==> src/rtl/vae_recon_loss_if.sv <==
// Bundle between the VAE forward datapath and the reconstruction-loss stage.
// Carries the start/busy/done handshake, the 18 operands and the results.
interface vae_recon_loss_if;
    logic        start;
    logic [15:0] out1, out2, out3, out4, out5, out6, out7, out8, out9;
    logic [15:0] x1, x2, x3, x4, x5, x6, x7, x8, x9;
    logic        busy;
    logic        done;
    logic [15:0] loss;
    logic [15:0] err1, err2, err3, err4, err5, err6, err7, err8, err9;

    modport master (
        output start,
        output out1, out2, out3, out4, out5, out6, out7, out8, out9,
        output x1, x2, x3, x4, x5, x6, x7, x8, x9,
        input  busy, done, loss,
        input  err1, err2, err3, err4, err5, err6, err7, err8, err9
    );

    modport slave (
        input  start,
        input  out1, out2, out3, out4, out5, out6, out7, out8, out9,
        input  x1, x2, x3, x4, x5, x6, x7, x8, x9,
        output busy, done, loss,
        output err1, err2, err3, err4, err5, err6, err7, err8, err9
    );
endinterface

==> src/rtl/vae_recon_loss.sv <==
// Reconstruction-loss stage: latches out/x vectors, then walks nine
// elements through one shared squarer to build error vector and SSE loss.
module vae_recon_loss #(
    parameter int N_ELEM = 9,
    parameter int ACC_W  = 28
) (
    input  logic              clk,
    input  logic              rst,
    vae_recon_loss_if.slave   bus
);

    typedef enum logic [1:0] {
        IDLE = 2'd0,
        RUN  = 2'd1,
        DONE = 2'd2
    } state_e;

    state_e             state_q, state_d;
    logic [3:0]         idx_q, idx_d;
    logic [ACC_W-1:0]   acc_q, acc_d;
    logic [15:0]        loss_q, loss_d;
    logic [15:0]        out_q [N_ELEM];
    logic [15:0]        out_d [N_ELEM];
    logic [15:0]        x_q   [N_ELEM];
    logic [15:0]        x_d   [N_ELEM];
    logic [15:0]        err_q [N_ELEM];
    logic [15:0]        err_d [N_ELEM];

    logic signed [15:0] a_sel, b_sel;
    logic signed [16:0] diff;
    logic signed [15:0] e;
    logic signed [31:0] prod;
    logic [31:0]        sq;
    logic [31:0]        acc_sum;
    logic [15:0]        loss_sat;
    logic               last;
    logic               busy_c, done_c;

    // State and datapath registers, synchronous reset
    always_ff @(posedge clk) begin
        if (rst) begin
            state_q <= IDLE;
            idx_q   <= '0;
            acc_q   <= '0;
            loss_q  <= '0;
            for (int i = 0; i < N_ELEM; i++) begin
                out_q[i] <= '0;
                x_q[i]   <= '0;
                err_q[i] <= '0;
            end
        end else begin
            state_q <= state_d;
            idx_q   <= idx_d;
            acc_q   <= acc_d;
            loss_q  <= loss_d;
            for (int i = 0; i < N_ELEM; i++) begin
                out_q[i] <= out_d[i];
                x_q[i]   <= x_d[i];
                err_q[i] <= err_d[i];
            end
        end
    end

    // Shared error/square/accumulate path for the current element
    always_comb begin
        a_sel = out_q[idx_q];
        b_sel = x_q[idx_q];
        diff  = 17'(a_sel) - 17'(b_sel);
        if (diff[16] != diff[15]) begin
            e = diff[16] ? 16'sh8000 : 16'sh7FFF;
        end else begin
            e = diff[15:0];
        end
        prod    = 32'(e) * 32'(e);
        sq      = $unsigned(prod) >> 8;
        acc_sum = 32'(acc_q) + sq;
        if (acc_sum > 32'h0000_7FFF) begin
            loss_sat = 16'h7FFF;
        end else begin
            loss_sat = acc_sum[15:0];
        end
        last = (idx_q == 4'(N_ELEM - 1));
    end

    // Next-state logic
    always_comb begin
        state_d = state_q;
        unique case (state_q)
            IDLE:    if (bus.start) state_d = RUN;
            RUN:     if (last) state_d = DONE;
            DONE:    state_d = IDLE;
            default: state_d = IDLE;
        endcase
    end

    // Next values for operand latches, index, accumulator and results
    always_comb begin
        idx_d  = idx_q;
        acc_d  = acc_q;
        loss_d = loss_q;
        out_d  = out_q;
        x_d    = x_q;
        err_d  = err_q;
        unique case (state_q)
            IDLE: begin
                if (bus.start) begin
                    idx_d    = '0;
                    acc_d    = '0;
                    out_d[0] = bus.out1;
                    out_d[1] = bus.out2;
                    out_d[2] = bus.out3;
                    out_d[3] = bus.out4;
                    out_d[4] = bus.out5;
                    out_d[5] = bus.out6;
                    out_d[6] = bus.out7;
                    out_d[7] = bus.out8;
                    out_d[8] = bus.out9;
                    x_d[0]   = bus.x1;
                    x_d[1]   = bus.x2;
                    x_d[2]   = bus.x3;
                    x_d[3]   = bus.x4;
                    x_d[4]   = bus.x5;
                    x_d[5]   = bus.x6;
                    x_d[6]   = bus.x7;
                    x_d[7]   = bus.x8;
                    x_d[8]   = bus.x9;
                end
            end
            RUN: begin
                err_d[idx_q] = e;
                acc_d        = acc_sum[ACC_W-1:0];
                if (last) begin
                    loss_d = loss_sat;
                end else begin
                    idx_d = idx_q + 4'd1;
                end
            end
            default: ;
        endcase
    end

    // Handshake outputs decoded from the state register
    always_comb begin
        busy_c = 1'b0;
        done_c = 1'b0;
        unique case (state_q)
            IDLE:    ;
            RUN:     busy_c = 1'b1;
            DONE: begin
                busy_c = 1'b1;
                done_c = 1'b1;
            end
            default: ;
        endcase
    end

    assign bus.busy = busy_c;
    assign bus.done = done_c;
    assign bus.loss = loss_q;
    assign bus.err1 = err_q[0];
    assign bus.err2 = err_q[1];
    assign bus.err3 = err_q[2];
    assign bus.err4 = err_q[3];
    assign bus.err5 = err_q[4];
    assign bus.err6 = err_q[5];
    assign bus.err7 = err_q[6];
    assign bus.err8 = err_q[7];
    assign bus.err9 = err_q[8];

endmodule

==> src/flat_wrapper.sv <==
// flat-port wrapper written by rule: the top's interface ports become plain ports
module vae_recon_loss_flat 
#(
    parameter int N_ELEM = 9,
    parameter int ACC_W  = 28
)
  (clk, rst, bus_start, bus_out1, bus_out2, bus_out3, bus_out4, bus_out5, bus_out6, bus_out7, bus_out8, bus_out9, bus_x1, bus_x2, bus_x3, bus_x4, bus_x5, bus_x6, bus_x7, bus_x8, bus_x9, bus_busy, bus_done, bus_loss, bus_err1, bus_err2, bus_err3, bus_err4, bus_err5, bus_err6, bus_err7, bus_err8, bus_err9);
  vae_recon_loss_if bus_i ();
  input  logic clk;
  input  logic rst;
  input wire logic [$bits(bus_i.start)-1:0] bus_start;
  input wire logic [$bits(bus_i.out1)-1:0] bus_out1;
  input wire logic [$bits(bus_i.out2)-1:0] bus_out2;
  input wire logic [$bits(bus_i.out3)-1:0] bus_out3;
  input wire logic [$bits(bus_i.out4)-1:0] bus_out4;
  input wire logic [$bits(bus_i.out5)-1:0] bus_out5;
  input wire logic [$bits(bus_i.out6)-1:0] bus_out6;
  input wire logic [$bits(bus_i.out7)-1:0] bus_out7;
  input wire logic [$bits(bus_i.out8)-1:0] bus_out8;
  input wire logic [$bits(bus_i.out9)-1:0] bus_out9;
  input wire logic [$bits(bus_i.x1)-1:0] bus_x1;
  input wire logic [$bits(bus_i.x2)-1:0] bus_x2;
  input wire logic [$bits(bus_i.x3)-1:0] bus_x3;
  input wire logic [$bits(bus_i.x4)-1:0] bus_x4;
  input wire logic [$bits(bus_i.x5)-1:0] bus_x5;
  input wire logic [$bits(bus_i.x6)-1:0] bus_x6;
  input wire logic [$bits(bus_i.x7)-1:0] bus_x7;
  input wire logic [$bits(bus_i.x8)-1:0] bus_x8;
  input wire logic [$bits(bus_i.x9)-1:0] bus_x9;
  output wire logic [$bits(bus_i.busy)-1:0] bus_busy;
  output wire logic [$bits(bus_i.done)-1:0] bus_done;
  output wire logic [$bits(bus_i.loss)-1:0] bus_loss;
  output wire logic [$bits(bus_i.err1)-1:0] bus_err1;
  output wire logic [$bits(bus_i.err2)-1:0] bus_err2;
  output wire logic [$bits(bus_i.err3)-1:0] bus_err3;
  output wire logic [$bits(bus_i.err4)-1:0] bus_err4;
  output wire logic [$bits(bus_i.err5)-1:0] bus_err5;
  output wire logic [$bits(bus_i.err6)-1:0] bus_err6;
  output wire logic [$bits(bus_i.err7)-1:0] bus_err7;
  output wire logic [$bits(bus_i.err8)-1:0] bus_err8;
  output wire logic [$bits(bus_i.err9)-1:0] bus_err9;
  assign bus_i.start = bus_start;
  assign bus_i.out1 = bus_out1;
  assign bus_i.out2 = bus_out2;
  assign bus_i.out3 = bus_out3;
  assign bus_i.out4 = bus_out4;
  assign bus_i.out5 = bus_out5;
  assign bus_i.out6 = bus_out6;
  assign bus_i.out7 = bus_out7;
  assign bus_i.out8 = bus_out8;
  assign bus_i.out9 = bus_out9;
  assign bus_i.x1 = bus_x1;
  assign bus_i.x2 = bus_x2;
  assign bus_i.x3 = bus_x3;
  assign bus_i.x4 = bus_x4;
  assign bus_i.x5 = bus_x5;
  assign bus_i.x6 = bus_x6;
  assign bus_i.x7 = bus_x7;
  assign bus_i.x8 = bus_x8;
  assign bus_i.x9 = bus_x9;
  assign bus_busy = bus_i.busy;
  assign bus_done = bus_i.done;
  assign bus_loss = bus_i.loss;
  assign bus_err1 = bus_i.err1;
  assign bus_err2 = bus_i.err2;
  assign bus_err3 = bus_i.err3;
  assign bus_err4 = bus_i.err4;
  assign bus_err5 = bus_i.err5;
  assign bus_err6 = bus_i.err6;
  assign bus_err7 = bus_i.err7;
  assign bus_err8 = bus_i.err8;
  assign bus_err9 = bus_i.err9;
  vae_recon_loss #(.N_ELEM(N_ELEM), .ACC_W(ACC_W)) u_core (.clk(clk), .rst(rst), .bus(bus_i));
endmodule
==> config.mk <==
export PLATFORM = sky130hd
export DESIGN_NAME = vae_recon_loss_flat
export DESIGN_NICKNAME = d
export VERILOG_FILES = /design/src/rtl/vae_recon_loss_if.sv /design/src/rtl/vae_recon_loss.sv /design/src/flat_wrapper.sv
export SDC_FILE = /design/constraint.sdc
export NUM_CORES = 2
export LEC_CHECK = 0
export BUFFER_PORTS_ARGS = -buffer_cell sky130_fd_sc_hd__buf_2
export CAP_MARGIN = 20
export CORE_ASPECT_RATIO = 1.4
export CORE_MARGIN = 5
export CORE_UTILIZATION = 51
export DETAILED_ROUTE_END_ITERATION = 10
export PLACE_DENSITY_LB_ADDON = 0.25
export SYNTH_ARGS = -nofsm -noshare
export SYNTH_HDL_FRONTEND = slang
export SYNTH_SLANG_ARGS = --single-unit
==> constraint.sdc <==
create_clock -name clk -period 15.8 [get_ports clk]
set_input_delay 2.37 -clock clk [delete_from_list [all_inputs] [get_ports clk]]
set_output_delay 2.37 -clock clk [all_outputs]
set_load 0.05 [all_outputs]
==> flow_metrics.py <==
metrics = {
    "cts": {
        "root_buffer": "clkbuf_16",
        "cts_num_sinks": 482,
        "cts_tree": "done",
        "cts_made_buffers": 47,
        "htreeDepth": 2,
        "clockBufferDepth": 3,
        "clock_latency_ns": 0.62,
        "clkTransAtPathRegs_ns": 0.07,
    },
    "synth": {
        "synth_common_cells": "nand2_1, a21oi_1, dfxtp_1",
        "synth_area_leaders": "dfxtp_1, fa_1, nand2_1",
        "syn_inst": 3713,
        "synth_top_area_share_pct": 32.1,
        "yosysMostFrequentCell": "nand2_1",
        "synth_top_flop_cell": "dfxtp_1",
        "yosysTopAreaCell": "dfxtp_1",
        "syn_nets": 4371,
        "synth_edf_count": 0,
        "yosysWarnings": 0,
        "seq_area_frac_synth_pct": 32.1,
        "syn-cell-area_um2": 30100,
        "async_flop_share_pct": 0,
        "syn_avg_cell_area_um2": 8.10,
        "synth_seq_cells": 482,
        "yosys.cell_types.count": 68,
    },
    "setup_path": {
        "crit_required_ns": 16.24,
        "critical_path.startpoint": "u_core.idx_q[0]",
        "end_kind": "flop",
        "critPathKind": "flop to flop",
        "critPathLaunchType": "flop",
        "r2r_start": "u_core.idx_q[0]",
        "crit_arrival_ns": 15.10,
        "endpoint": "u_core.bus.loss[4]",
        "reg2reg_depth": 46,
        "cp_max_fo": 21,
        "regToRegSetupSlack_ns": 1.14,
        "r2r-end": "u_core.bus.loss[4]",
        "slowest_delay_ns": 0.79,
        "cpMaxStageDelayCell": "dfxtp_2",
    },
    "timing": {
        "hold_viol_final": 0,
        "tns_ns": 0,
        "rsz0062_at_grt": "no",
        "fin_skew_ns": 0.0680,
        "worst_pin_slew_ns": 1.11,
        "timing.final.ws_setup_ns": 1.14,
        "timing.fmax_mhz": 68.2,
        "period_share_pct": 92.8,
        "finalSetupViolCount": 0,
        "maxSlewViolCount": 0,
        "period_needed_ns": 14.66,
        "holdWs_ns": 0.449,
        "slew_headroom_pct": 25.9,
    },
    "run": {
        "cap_violations": 0,
    },
    "floorplanning": {
        "die_h_um": 297,
        "start_util_pct": 51.3,
        "core-area_um2": 58600,
        "die_area_um2": 64000,
        "placementRows": 105,
        "ios": 453,
        "die_x_um": 215,
    },
    "finish": {
        "fin_nets": 4675,
        "drive_gt1_share_pct": 15.6,
        "stdcell_count": 4806,
        "syn2layout_area_growth_pct": 14.4,
    },
    "drt": {
        "routed_wl_um": 97200,
        "drt_iter0_markers": 2092,
        "drt_first_pass_iters": 6,
        "antenna_left": 0,
        "drc_errors": 0,
        "vias_per_cell": 5.54,
        "wl_per_cell_um": 20.2,
        "num_vias": 26611,
    },
    "placed_design": {
        "dp_hpwl_um": 74900,
        "numPortBuffers": 452,
        "dp_slack_ns": 1.05,
        "gp_congestion": 0.991,
        "dp_cells": 4716,
    },
    "global_routing": {
        "grt_overflow": 0,
        "grt_pass1_wl_um": 150000,
        "antenna_found_initial": 4,
        "grt_pass1_vias": 26543,
        "grt_max_degree": 248,
        "grt_usage_pct": 29.4,
    },
    "worst_hold_path": {
        "worst_hold_path_type": "flop to flop",
    },
    "outcome": {
        "outcome": "finished clean",
    },
}
[per-stage QoR]
step	utilization (%)	cell area [µm²]
finish	58.7	34400
CTS	58.7	34400
detailed placement	55.9	32700
floorplan	-	30100
global placement	55.9	32700
global route	58.7	34400
[area by class of cell]
class,instances,area [µm²]
timing repair buffer,484,2570
clock inverter,25,330
antenna,3,7.51
sequential,482,9660
inverter,343,1290
multi-input combinational,2659,18300
clock buffer,61,1310
fill,5548,24200
tap,749,937
[worst max-delay path: cells and delay by family (launching register included)]
kind | cells | cell delay (ns)
mux | 1 | 0.55
xor+xnor | 2 | 0.21
buf+inv | 6 | 1.32
flops | 1 | 0.79
fa+ha+maj | 9 | 4.14
simple gates | 12 | 3.36
compound gates | 16 | 4.02
[cells in the final DEF (no fill, tap or decap), types with 55 or more instances in the layout]
master	instances
nor2_1	230
buf_2	452
o21ai_0	55
fa_1	238
dfxtp_1	479
mux2i_1	65
nand2_1	932
inv_1	340
a21oi_1	531
ha_1	129
[worst min path at each step]
stage	from	endpoint	slack, ns	cells past startpoint
after floorplan	u_core.out_q[32]	u_core.out_q[32]	0.43	2
after global placement	u_core.bus.err1[7]	u_core.bus.err1[7]	0.44	2
after detailed placement	u_core.bus.err6[8]	u_core.bus.err6[8]	0.44	2
after CTS	u_core.bus.err8[5]	u_core.bus.err8[5]	0.45	2
after global routing	u_core.bus.err8[5]	u_core.bus.err8[5]	0.47	2
final	u_core.bus.err8[5]	u_core.bus.err8[5]	0.45	2
[layer usage]
layer  part of all wire, %  global-route usage [%]
met5                     0                       0
met4                   6.7                    16.8
met3                   5.5                    4.03
met2                    50                    51.4
met1                    38                    34.5
[what timing repair did]
action,4_1_cts,5_1_grt
setup buffers,0,0
setup endpoints to repair,0,11
hold buffers,0,0
gates resized for setup,0,1
[cells by family (layout without fill, tap and decap cells)]
group | count (synthesis) | count (layout) | synth area share, %
mux | 100 | 100 | 4.67
compound gates | 817 | 817 | 15.5
buf+inv | 572 | 913 | 7.18
other cells | 0 | 3 | 0
xor+xnor | 66 | 66 | 1.92
simple gates | 1309 | 1309 | 17.5
fa+ha+maj | 367 | 367 | 21.2
flops | 482 | 482 | 32.1
[registers in the layout, summed over array words and instances, names as in the netlist, 16 cells and up]
name / cells
u_core.x_q: 144
u_core.bus.err7: 16
u_core.bus.err4: 16
u_core.bus.err6: 16
u_core.bus.err8: 16
u_core.bus.err1: 16
u_core.acc_q: 28
u_core.bus.err5: 16
u_core.bus.loss: 16
u_core.out_q: 144
u_core.bus.err3: 16
u_core.bus.err9: 16
u_core.bus.err2: 16
Power is left out: the tool's default activity adds up to more than one toggle a clock period on the data nets, which glitch-free logic cannot reach.
